--- src/rtl/sample_gain_stage.sv ---
// ============================================================================
// Module   : sample_gain_stage
// Purpose  : Programmable gain about mid-scale (0x80) for unsigned 8-bit
//            samples. The result saturates to 0x00..0xFF and clipped samples
//            are flagged and counted. 3-stage valid/ready pipeline.
// Revision : 1.0  initial release
// ============================================================================
`default_nettype none

module sample_gain_stage #(
  parameter int         GAIN_FRAC = 6,
  parameter logic [7:0] GAIN_RST  = 8'h40,
  parameter int         SATCNT_W  = 16
) (
  input  logic                clk,
  input  logic                rst,
  input  logic [7:0]          in_data,
  input  logic                in_valid,
  output logic                in_ready,
  input  logic [7:0]          gain_in,
  input  logic                gain_wr,
  output logic [7:0]          out_data,
  output logic                out_sat,
  output logic                out_valid,
  input  logic                out_ready,
  output logic [SATCNT_W-1:0] sat_cnt,
  input  logic                sat_clr
);

  localparam logic [SATCNT_W-1:0] c_SAT_MAX = '1;

  logic [7:0]          r_gain;
  logic                r_s1_valid;
  logic signed [8:0]   r_s1_d;
  logic [7:0]          r_s1_gain;
  logic                r_s2_valid;
  logic signed [16:0]  r_s2_p;
  logic                r_s3_valid;
  logic [7:0]          r_out_data;
  logic                r_out_sat;
  logic [SATCNT_W-1:0] r_sat_cnt;

  logic                w_s3_adv;
  logic                w_s3_load;
  logic                w_s2_adv;
  logic                w_s2_load;
  logic                w_s1_adv;
  logic                w_in_fire;
  logic signed [8:0]   w_d;
  logic signed [16:0]  w_p;
  logic signed [16:0]  w_shift;
  logic signed [10:0]  w_s;
  logic [7:0]          w_clamp;
  logic                w_clip;

  // A stage may load when empty or when its occupant moves on this cycle.
  assign w_s3_adv  = r_s3_valid && out_ready;
  assign w_s3_load = !r_s3_valid || w_s3_adv;
  assign w_s2_adv  = r_s2_valid && w_s3_load;
  assign w_s2_load = !r_s2_valid || w_s2_adv;
  assign w_s1_adv  = r_s1_valid && w_s2_load;
  assign in_ready  = !r_s1_valid || w_s1_adv;
  assign w_in_fire = in_valid && in_ready;

  assign w_d     = $signed({1'b0, in_data}) - 9'sd128;
  assign w_p     = $signed({{8{r_s1_d[8]}}, r_s1_d}) * $signed({9'b0, r_s1_gain});
  assign w_shift = r_s2_p >>> GAIN_FRAC;
  assign w_s     = $signed(w_shift[10:0]) + 11'sd128;

  always_comb begin
    w_clamp = w_s[7:0];
    w_clip  = 1'b0;
    if (w_s[10]) begin
      w_clamp = 8'h00;
      w_clip  = 1'b1;
    end else if (w_s[9:8] != 2'b00) begin
      w_clamp = 8'hFF;
      w_clip  = 1'b1;
    end
  end

  always_ff @(posedge clk) begin
    if (rst) begin
      r_gain <= GAIN_RST;
    end else if (gain_wr) begin
      r_gain <= gain_in;
    end
  end

  // The gain snapshot is taken from the register before any same-cycle write.
  always_ff @(posedge clk) begin
    if (rst) begin
      r_s1_valid <= 1'b0;
      r_s1_d     <= '0;
      r_s1_gain  <= '0;
    end else begin
      if (in_ready) begin
        r_s1_valid <= in_valid;
      end
      if (w_in_fire) begin
        r_s1_d    <= w_d;
        r_s1_gain <= r_gain;
      end
    end
  end

  always_ff @(posedge clk) begin
    if (rst) begin
      r_s2_valid <= 1'b0;
      r_s2_p     <= '0;
    end else if (w_s2_load) begin
      r_s2_valid <= r_s1_valid;
      if (w_s1_adv) begin
        r_s2_p <= w_p;
      end
    end
  end

  always_ff @(posedge clk) begin
    if (rst) begin
      r_s3_valid <= 1'b0;
      r_out_data <= '0;
      r_out_sat  <= 1'b0;
    end else if (w_s3_load) begin
      r_s3_valid <= r_s2_valid;
      if (w_s2_adv) begin
        r_out_data <= w_clamp;
        r_out_sat  <= w_clip;
      end
    end
  end

  always_ff @(posedge clk) begin
    if (rst || sat_clr) begin
      r_sat_cnt <= '0;
    end else if (w_s3_adv && r_out_sat && (r_sat_cnt != c_SAT_MAX)) begin
      r_sat_cnt <= r_sat_cnt + 1'b1;
    end
  end

  assign out_data  = r_out_data;
  assign out_sat   = r_out_sat;
  assign out_valid = r_s3_valid;
  assign sat_cnt   = r_sat_cnt;

endmodule

`default_nettype wire
--- config.mk ---
export PLATFORM = sky130hd
export DESIGN_NAME = sample_gain_stage
export DESIGN_NICKNAME = d
export VERILOG_FILES = /design/src/rtl/sample_gain_stage.sv
export SDC_FILE = /design/constraint.sdc
export NUM_CORES = 1
export LEC_CHECK = 0
export BUFFER_PORTS_ARGS = -buffer_cell sky130_fd_sc_hd__buf_4
export CAP_MARGIN = 20
export CORE_ASPECT_RATIO = 2
export CORE_MARGIN = 5
export CORE_UTILIZATION = 50
export DETAILED_ROUTE_END_ITERATION = 10
export GPL_TIMING_DRIVEN = 0
export PLACE_DENSITY = 0.77
export SLEW_MARGIN = 20
export SYNTH_ARGS = -nofsm -noshare
export SYNTH_HDL_FRONTEND = slang
export SYNTH_SLANG_ARGS = --single-unit
--- constraint.sdc ---
create_clock -name clk -period 12.1 [get_ports clk]
set_input_delay 1.21 -clock clk [delete_from_list [all_inputs] [get_ports clk]]
set_output_delay 1.21 -clock clk [all_outputs]
set_load 0.005 [all_outputs]
# Word level (Yosys, flattened, before mapping)
# Index checks and enable logic that the tools add are counted.
[totals]
reg_bits = 70
inputBits = 22
output_inout_bits = 27
elab_cells = 35
[op_classes]
n_addsub = 3
mul = 1
n_eq_ne = 1
mux = 4
n_reduce_logical = 16
[op_table]
columns = ["operator", "n"]
rows = [
  ["9-bit by 9-bit multiplier with 17-bit output", 1],
  ["16-bit by 1-bit adder with 16-bit output (second input constant)", 1],
  ["8-bit 2-to-1 mux", 2],
  ["16-bit inequality test (second input constant)", 1],
  ["11-bit by 9-bit adder with 11-bit output (second input constant)", 1],
  ["8-bit by 8-bit subtractor with 9-bit output (second input constant)", 1],
  ["1-bit logical AND", 6],
  ["1-bit logical OR", 4],
  ["2-bit AND reduction", 2],
  ["1-bit logical NOT", 3],
  ["1-bit 2-to-1 mux", 2],
  ["2-bit nonzero test", 1],
]

# Depth between registers and ports, before layout
# Gate-level depths: netlist (run 1).
[logic_depth]
word_depth = 7
mapped_depth = 17

# Worst setup path before layout (run 1)
# OpenSTA, ideal clock, no wires.
[synth_timing]
path_type = "flip-flop to flip-flop"
from = "register r_s1_d[7]"
to = "register r_s2_p[16]"
setup_ns = 0.120
t_arrival_ns = 4.386
required_ns = 11.980
setup_slack_ns = 7.594
path_stages_with_launch = 17
synth_period_minus_slack_ns = 4.506
cell_sequence = "dfxtp_1 > clkbuf_1 > nand2_1 > fa_1 > inv_1 > fa_1 > fa_1 > inv_1 > fa_1 > inv_1 > ha_1 > clkbuf_1 > nand4_1 > nor2b_1 > o21ai_0 > and4_1 > o31a_1"
[synth_between]
elab_chain_cells = 1
[synth_lines]
columns = ["element", "line_no", "rtl"]
rows = [
  ["from (decl)", "34", "logic signed [8:0] r_s1_d;"],
  ["from (signal assigned)", "101", "r_s1_d <= w_d;"],
  ["9-bit by 9-bit multiplier with 17-bit output", "66", "assign w_p = $signed({{8{r_s1_d[8]}}, r_s1_d}) * $signed({9'b0, r_s1_gain});"],
  ["to (signal assigned)", "114", "r_s2_p <= w_p;"],
  ["to (decl)", "37", "logic signed [16:0] r_s2_p;"],
]
# Every way passes these cells.
# A chain may end at the register's enable or synchronous reset.

# Worst setup path in the final report (run 1)
# Ends and elaborated chain as after synthesis.

==> results.yml, run 1 <==
worst_setup_path:
  cp.arrival_ns: 5.31
  path_class: "reg2reg"
  end_kind: "register"
  worstSetupStartpointType: "register"
  r2r_slack_ns: 7.01
  path_max_fanout: 9
  cp.required_ns: 12.32
floorplanning:
  die_x_um: 81.1
  core_sq_um: 10000
  start_util_pct: 50.5
  die_h_um: 152
  rows: 52
  dieArea_sq_um: 12400
  io_pins: 49
pwr:
  ir_worst_vdd_v: 0.0000981
  power_density_nw_per_um2: 91.5
  internal_power_uw: 401
  comb_power_share_pct: 12.0
  swShare_pct: 25.5
  p_seq_share_pct: 40.9
  clock_power_share_pct: 47.2
  p_leak_nw: 2.65
  p_sw_uw: 137
routing:
  dr.pass1.iters: 9
  via_count: 4317
  wl_um: 12200
  avgRoutedWirePerCell_um: 15.3
  drc_errors: 0
  drtIter0Drc: 208
  ant_nets: 0
  vias_per_cell: 5.42
synth:
  async_reset_ff_share_pct: 0
  synth_top_area_share_pct: 24.9
  yosys.area.top_type: "dfxtp_1"
  synth_cell_types: 53
  syn-cell-area_sq_um: 5060
  yosys_warnings: 0
  synth_edf_count: 0
  synth_fp_nets: 706
  avgSynthCellArea_sq_um: 8.45
  synth_seq_area_share_pct: 24.9
  synth-seq-cells: 63
  syn-instance-count: 599
  synth_area_leaders: "dfxtp_1 (25%), fa_1 (21%), ha_1 (7.9%)"
  synth-main-ff-cell: "dfxtp_1"
clocking:
  clockBufferDepth: 2
  numCtsBuffers: 9
  post_cts_buffers: 0
  cts-hold-fix-buffers: 0
  clock_latency_ns: 0.33
  cts_root_buf: "clkbuf_16"
  htree_levels: 3
  clock-sinks: 63
  cts_resized: 0
  path_clk_slew_ns: 0.05
  cts_tree: "yes"
final_layout:
  final-instance-count-excl-fill: 797
  areaGrowthSynthToFinish_pct: 16.3
  final_cell_mix: "nand2_1 (100), inv_1 (86), dfxtp_1 (63)"
  final_common_cell: "nand2_1"
  final_nets: 764
  diodes: 0
  drive_above_1_share_pct: 12.1
sta:
  finalHoldViolations: 0
  clock.fmax_mhz: 196
  fin_crit_sh_pct: 42.1
  report.final.slew_viol_count: 0
  post-route-min-period_ns: 5.09
  tightest_slew_ns: 0.560
  rsz0062_at_grt: "false"
  setup_viol: 0
  hold_ws_ns: 0.449
  setup_tns_ns: 0
  skew_ns: 0.00409
  relSlewSlack_pct: 62.6
grt:
  antenna_found_initial: 0
  track_usage_pct: 21.0
  grt_max_degree: 12
  grt_pass1_vias: 4507
  grt_pass1_wl_um: 20400
  grt-ovfl-total: 0
placement:
  hpwl_um: 10000
  dp.cells: 781
  io_buffers: 47
  gp_congestion: 0.939
run_status:
  status: "complete, no violations"
hold_path:
  hold_class: "reg2reg"
run:
  maxCapViolations: 0
## metal layers
layer,vias to the layer above,track usage [%],part of all wire [%]
li1,2071,-,-
met1,2083,19.4,34
met2,114,40.9,58
met3,49,3.43,3.1
met4,0,11.5,4.7
met5,-,0,0
## power groups by stage
stage	logic [mW]	clock network [mW]	registers, mW
2_1_floorplan	0.0440	0	0.222
3_3_place_gp	0.0618	0	0.224
3_5_place_dp	0.0644	0	0.224
5_1_grt	0.0733	0.266	0.220
6_report	0.0645	0.254	0.220
4_1_cts	0.0650	0.257	0.220
## cells in the mapped netlist (all sizes together), types with 4 or more instances
| library cell | number |
|---|---|
| nand2 | 100 |
| inv | 86 |
| dfxtp | 63 |
| fa | 53 |
| a21oi | 44 |
| ha | 32 |
| and2 | 27 |
| nor2 | 23 |
| clkbuf | 20 |
| nand3 | 19 |
| o21ai | 19 |
| mux2i | 10 |
| xnor2 | 10 |
| and3 | 7 |
| buf | 7 |
| nor3 | 7 |
| o211ai | 7 |
| nand4 | 6 |
| xor2 | 6 |
| nor4 | 5 |
| o31ai | 5 |
| or3 | 5 |
| or4 | 5 |
| and4 | 4 |
## metrics by stage
stage / util, % / instance area, sq um / power (mW) / worst slack (ns)
2_1_floorplan: - / 5060 / 0.266 / 7.59
3_5_place_dp: 55.7 / 5580 / 0.289 / 7.09
3_3_place_gp: 55.7 / 5580 / 0.286 / 7.17
5_1_grt: 58.8 / 5890 / 0.560 / 6.71
4_1_cts: 58.8 / 5890 / 0.542 / 7.08
6_report: 58.8 / 5890 / 0.539 / 7.01
## path summary, 6_finish.rpt
| kind | startpoint | to | cells after the start |
|---|---|---|---|
| max | r_s1_d[7]$_SDFFE_PP0P_ | r_s2_p[16]$_SDFFE_PP0P_ | 16 |
| min | r_s2_p[9]$_SDFFE_PP0P_ | r_s2_p[9]$_SDFFE_PP0P_ | 2 |
| max reg2reg | r_s1_d[7]$_SDFFE_PP0P_ | r_s2_p[16]$_SDFFE_PP0P_ | 16 |
| min reg2reg | r_s2_p[9]$_SDFFE_PP0P_ | r_s2_p[9]$_SDFFE_PP0P_ | 2 |
## cell type report
type | instances | area [sq um]
timing repair buffer | 47 | 353
tap | 135 | 169
fill | 929 | 4130
buffer | 27 | 105
multi-input combinational | 422 | 3370
clock buffer | 13 | 280
sequential | 63 | 1260
clock inverter | 3 | 23.8
inverter | 87 | 327
## flip-flops by register name, indices dropped and copies added, names as in the netlist
register    flops
r_s1_gain       8
r_s2_p         11
r_s2_valid      1
out_valid       1
out_sat         1
sat_cnt        16
r_s1_d          8
r_s1_valid      1
r_gain          8
out_data        8
## cell families after synthesis
logic type	Yosys count	synth area share (%)
AND/OR/NAND/NOR	217	21.5
adder cells (fa/ha/maj)	85	28.9
XOR/XNOR	16	2.77
AO/OA/AOI/OAI	94	11.5
multiplexers	10	1.98
flip-flops	63	24.9
buffers and inverters	114	8.53
## worst max-delay path, cell delays in order (launching register included)
cell and delay [ns]:
dfxtp_1 0.31, clkbuf_1 0.33, nand2_1 0.22, fa_1 0.77, inv_1 0.17, fa_1 0.52
fa_1 0.49, inv_1 0.05, fa_1 0.52, inv_1 0.04, ha_1 0.27, clkbuf_1 0.35
nand4_1 0.18, nor2b_1 0.18, o21ai_0 0.14, and4_1 0.22, o31a_1 0.22
Note: power is estimated with default switching activity, not from simulation.
==> inputs of run 2 (changes only) <==
--- a/config.mk
+++ b/config.mk
@@ -12,7 +12,7 @@
 export CORE_UTILIZATION = 50
 export DETAILED_ROUTE_END_ITERATION = 10
 export GPL_TIMING_DRIVEN = 0
-export PLACE_DENSITY = 0.77
+export PLACE_DENSITY = 0.8
 export SLEW_MARGIN = 20
 export SYNTH_ARGS = -nofsm -noshare
 export SYNTH_HDL_FRONTEND = slang
==> constraint.sdc (replaced) <==
create_clock -name clk -period 4.3 [get_ports clk]
set_input_delay 0.43 -clock clk [delete_from_list [all_inputs] [get_ports clk]]
set_output_delay 0.43 -clock clk [all_outputs]
set_load 0.005 [all_outputs]
==> results.yml, run 2 (synthesis gave the netlist of run 1 again) <==
grt:
  antenna_found_initial: 0
  grt_max_degree: 11
  grt_pass1_vias: 4640
  track_usage_pct: 21.1
  grt_pass1_wl_um: 20500
  grt-ovfl-total: 0
sta:
  skew_ns: 0.00457
  clock.fmax_mhz: 233
  finalHoldViolations: 0
  tightest_slew_ns: 0.558
  rsz0062_at_grt: "true"
  setup_viol: 0
  hold_ws_ns: 0.259
  report.final.slew_viol_count: 0
  fin_crit_sh_pct: 99.7
  post-route-min-period_ns: 4.29
  relSlewSlack_pct: 62.8
floorplanning:
  rows: 52
  start_util_pct: 50.5
  dieArea_sq_um: 12400
  io_pins: 49
  core_sq_um: 10000
  die_x_um: 81.1
  die_h_um: 152
placement:
  gp_congestion: 0.877
  io_buffers: 47
  dpl-instance-area_sq_um: 5590
  hpwl_um: 9800
clocking:
  clock_latency_ns: 0.33
  htree_levels: 3
  cts_root_buf: "clkbuf_16"
  cts_tree: "yes"
  numCtsBuffers: 9
  clockBufferDepth: 2
  clock-sinks: 63
  cts-hold-fix-buffers: 0
  path_clk_slew_ns: 0.05
routing:
  ant_nets: 0
  via_count: 4326
  vias_per_cell: 5.42
  avgRoutedWirePerCell_um: 15.7
  drtIter0Drc: 220
  dr.pass1.iters: 4
  drc_errors: 0
  wl_um: 12500
worst_setup_path:
  path_max_fanout: 6
  worstSetupStartpointType: "register"
  path_class: "reg2reg"
  cp.required_ns: 4.51
  end_kind: "register"
  cp.arrival_ns: 4.50
  slowest_delay_ns: 0.52
  crit_slowest_cell: "fa_2"
  crit_chain: "buf_6 > buf_6 > and2_4 > fa_2 > inv_2 > fa_1 > fa_2 > fa_1 > inv_2 > ha_4 > and3_4 > and3_4 > or2_4 > a2111oi_4 > o31ai_1"
pwr:
  p_seq_share_pct: 41.8
  p_leak_nw: 2.74
  comb_power_share_pct: 13.5
  internal_power_mw: 1.11
  p_total_mw: 1.51
  p_sw_uw: 391
  ir_worst_vdd_v: 0.000316
  power_density_nw_per_um2: 242
  swShare_pct: 26.0
  clock_power_share_pct: 44.7
final_layout:
  final_cell_area_sq_um: 6210
  finish.utilization_pct: 62.0
  drive_above_1_share_pct: 21.7
  final_common_cell: "nand2_1"
  diodes: 0
  fillCellCount: 859
  final_cell_mix: "nand2_1 (95), inv_1 (79), buf_4 (57)"
  final_nets: 765
  largest_register_ffs: 16
  areaGrowthSynthToFinish_pct: 22.6
run:
  maxCapViolations: 0
run_status:
  status: "complete, no violations"
hold_path:
  hold_class: "in2reg"
run 2: cell types whose count changed in the layout (fill, tap and decap cells not counted), sizes merged:
cell | before | now
buf | 54 | 68
clkbuf | 33 | 20
clkinv | 1 | 3
clkinvlp | 2 | 1
inv | 87 | 86
run 2: metrics by stage:
step                      setup slack [ns]  instances  setup TNS [ns]
after global placement              -0.555        781           -1.82
after CTS                           0.0154        790               0
after global routing                -0.126        798          -0.401
after floorplan                     0.0110        599               0
after detailed placement            -0.611        781           -2.28
final                               0.0129        798               0
run 2: path summary, 6_finish.rpt:
| check | start | endpoint | slack [ns] | cells after the start |
|---|---|---|---|---|
| max | r_s1_gain[1]$_SDFFE_PP0P_ | r_s2_p[15]$_SDFFE_PP0P_ | 0.01 | 15 |
| min | in_data[7] | r_s1_d[7]$_SDFFE_PP0P_ | 0.26 | 2 |
| max reg2reg | r_s1_gain[1]$_SDFFE_PP0P_ | r_s2_p[15]$_SDFFE_PP0P_ | 0.01 | 15 |
| min reg2reg | r_gain[3]$_SDFFE_PP0P_ | r_s1_gain[3]$_SDFFE_PP0P_ | 0.44 | 2 |
run 2: worst max-delay path, delay by kind of cell (launching register included):
kind / cells / cell delay [ns]
and+or+nand+nor: 4 / 0.75
DFF: 1 / 0.31
buffers and inverters: 4 / 0.33
AOI/OAI and AO/OA: 2 / 0.53
adders and majority gates: 5 / 2.24
run 2: power by group through the flow:
stage / combinational, mW / clock [mW] / sequential [mW]
floorplan: 0.125 / 0 / 0.625
global placement: 0.174 / 0 / 0.629
detailed placement: 0.181 / 0 / 0.630
global route: 0.228 / 0.706 / 0.632
CTS: 0.182 / 0.681 / 0.629
finish: 0.203 / 0.672 / 0.630
run 2: repair_timing:
item,4_1_cts,5_1_grt
endpoints found under the setup margin,7,7
endpoints found under the hold margin,0,0
cloned,0,0
buffers inserted,4,8
gates resized for setup,42,37
pin swaps,6,27
run 2: area by class of cell:
type                    instances  area (sq um)  area share (%)
clock buffers                  13           260            4.19
plain buffers                  16          92.6            1.49
flip-flops and latches         63          1280            20.6
repair buffers                 59           450            7.26
well taps                     135           169            2.72
clock inverters                 3          17.5           0.282
inverters                      87           327            5.26
multi-input cells             422          3610            58.2
run 2: layer usage:
metal	global-route usage (%)	part of all wire, %	vias to the layer above
met5	0	0	-
met4	11.0	3.9	0
met3	3.73	4.6	43
met2	41.3	59	131
met1	19.3	33	2081
li1	-	-	2071
==> inputs of run 3 (changes only) <==
--- a/config.mk
+++ b/config.mk
@@ -11,8 +11,7 @@
 export CORE_MARGIN = 5
 export CORE_UTILIZATION = 50
 export DETAILED_ROUTE_END_ITERATION = 10
-export GPL_TIMING_DRIVEN = 0
-export PLACE_DENSITY = 0.8
+export PLACE_DENSITY = 0.77
 export SLEW_MARGIN = 20
 export SYNTH_ARGS = -nofsm -noshare
 export SYNTH_HDL_FRONTEND = slang
==> constraint.sdc (replaced) <==
create_clock -name clk -period 4.2 [get_ports clk]
set_input_delay 0.42 -clock clk [delete_from_list [all_inputs] [get_ports clk]]
set_output_delay 0.42 -clock clk [all_outputs]
set_load 0.005 [all_outputs]
==> results.yml, run 3 (synthesis gave the netlist of run 1 again) <==
run_status:
  status: "finished, violations left"
  violations: "negative setup slack"
clocking:
  clockBufferDepth: 2
  cts_tree: "yes"
  cts-hold-fix-buffers: 0
  path_clk_slew_ns: 0.06
  htree_levels: 3
  numCtsBuffers: 9
  clock-sinks: 63
  clock_latency_ns: 0.34
  cts_root_buf: "clkbuf_16"
placement:
  dpl-instance-area_sq_um: 5740
  io_buffers: 48
  hpwl_um: 9650
  dp.cells: 786
  gp_congestion: 0.877
routing:
  ant_nets: 0
  via_count: 4386
  wl_um: 12600
  drtIter0Drc: 170
  dr.pass1.iters: 4
  avgRoutedWirePerCell_um: 15.7
  vias_per_cell: 5.44
  drc_errors: 0
floorplanning:
  dieArea_sq_um: 12400
  start_util_pct: 50.5
  rows: 52
  core_sq_um: 10000
  die_x_um: 81.1
  io_pins: 49
  die_h_um: 152
sta:
  finalHoldViolations: 0
  fin_crit_sh_pct: 101
  clock.fmax_mhz: 236
  finalWorstSetupSlack_ns: -0.0351
  setup_viol: 1
  report.final.slew_viol_count: 0
  rsz0062_at_grt: "true"
  post-route-min-period_ns: 4.24
  tightest_slew_ns: 0.556
  relSlewSlack_pct: 62.9
  skew_ns: 0.00850
pwr:
  p_leak_nw: 2.87
  ir_worst_vdd_v: 0.000234
  power_density_nw_per_um2: 269
final_layout:
  areaGrowthSynthToFinish_pct: 24.7
  final_common_cell: "nand2_1"
  drive_above_1_share_pct: 23.7
  final-instance-count-excl-fill: 806
  final_cell_area_sq_um: 6310
  final_cell_mix: "nand2_1 (92), buf_4 (82), inv_1 (80)"
  final_nets: 774
  fillCellCount: 867
  diodes: 0
  largest_register_ffs: 16
worst_setup_path:
  cp.required_ns: 4.43
  path_class: "reg2reg"
  path_max_fanout: 6
  end_kind: "register"
  worstSetupStartpointType: "register"
  cp.arrival_ns: 4.46
grt:
  grt_pass1_vias: 4742
  grt-ovfl-total: 0
  antenna_found_initial: 0
  track_usage_pct: 21.6
  grt_pass1_wl_um: 20900
  grt_max_degree: 48
hold_path:
  hold_class: "in2reg"
run:
  maxCapViolations: 0
## run 3: cell count changes in the layout (fill, tap and decap cells not counted), sizes merged
cell | previous run | this run
buf | 68 | 84
clkbuf | 20 | 11
bufinv | 0 | 3
clkinv | 3 | 2
clkinvlp | 1 | 0
## run 3: path summary, 6_finish.rpt
path / start / end / slack [ns] / cells past startpoint
worst min-delay path: in_data[7] / r_s1_d[7]$_SDFFE_PP0P_ / 0.24 / 2
worst min register to register: r_gain[0]$_SDFFE_PP0P_ / r_s1_gain[0]$_SDFFE_PP0P_ / 0.45 / 2
worst max register to register: r_s1_d[7]$_SDFFE_PP0P_ / r_s2_p[16]$_SDFFE_PP0P_ / -0.04 / 14
worst max-delay path: r_s1_d[7]$_SDFFE_PP0P_ / r_s2_p[16]$_SDFFE_PP0P_ / -0.04 / 14
## run 3: area by class of cell
type | instances | area, sq um | area share, %
Multi-Input combinational cell | 422 | 3570 | 56.6
Sequential cell | 63 | 1280 | 20.3
Timing Repair Buffer | 84 | 638 | 10.1
Inverter | 87 | 327 | 5.17
Clock buffer | 11 | 233 | 3.69
Tap cell | 135 | 169 | 2.68
Clock inverter | 4 | 95.1 | 1.51
## run 3: per-layer routing
| layer | track usage [%] | share of wire [%] |
|---|---|---|
| met4 | 12.9 | 4.8 |
| met5 | 0 | 0 |
| met2 | 41.9 | 58 |
| met3 | 3.79 | 4.2 |
| met1 | 19.3 | 33 |
## run 3: per-stage QoR
stage,TNS (ns),utilization (%),power (mW),hold slack [ns],setup slack (ns)
2_1_floorplan,-0.00379,-,0.770,0.429,-0.00379
3_3_place_gp,-0.0825,57.3,0.835,0.438,-0.0433
3_5_place_dp,-0.531,57.3,0.845,0.445,-0.164
4_1_cts,0,61.5,1.69,0.241,0.00413
5_1_grt,-0.391,63.0,1.76,0.254,-0.150
6_report,-0.0351,63.0,1.70,0.244,-0.0351
## run 3: critical path, stage by stage, from the launching register on
cell and delay (ns):
dfxtp_4 0.42, nand2_4 0.08, fa_2 0.66, inv_2 0.08, fa_1 0.53, fa_1 0.54
inv_2 0.05, fa_1 0.53, inv_2 0.05, ha_4 0.28, nand4_1 0.20, nor2b_4 0.21
o21ai_4 0.07, and4_1 0.17, o31a_1 0.24
## run 3: power breakdown
part	leakage, nW	switching (mW)	internal, mW
Sequential	0.518	0.0237	0.618
Clock	0.160	0.269	0.575
Combinational	2.19	0.116	0.0992
## run 3: timing repair
item | in CTS | in global routing
endpoints found under the hold margin | 0 | 0
resized for setup | 24 | 36
endpoints found under the setup margin | 7 | 8
buffers inserted | 2 | 3
pin swaps | 5 | 27
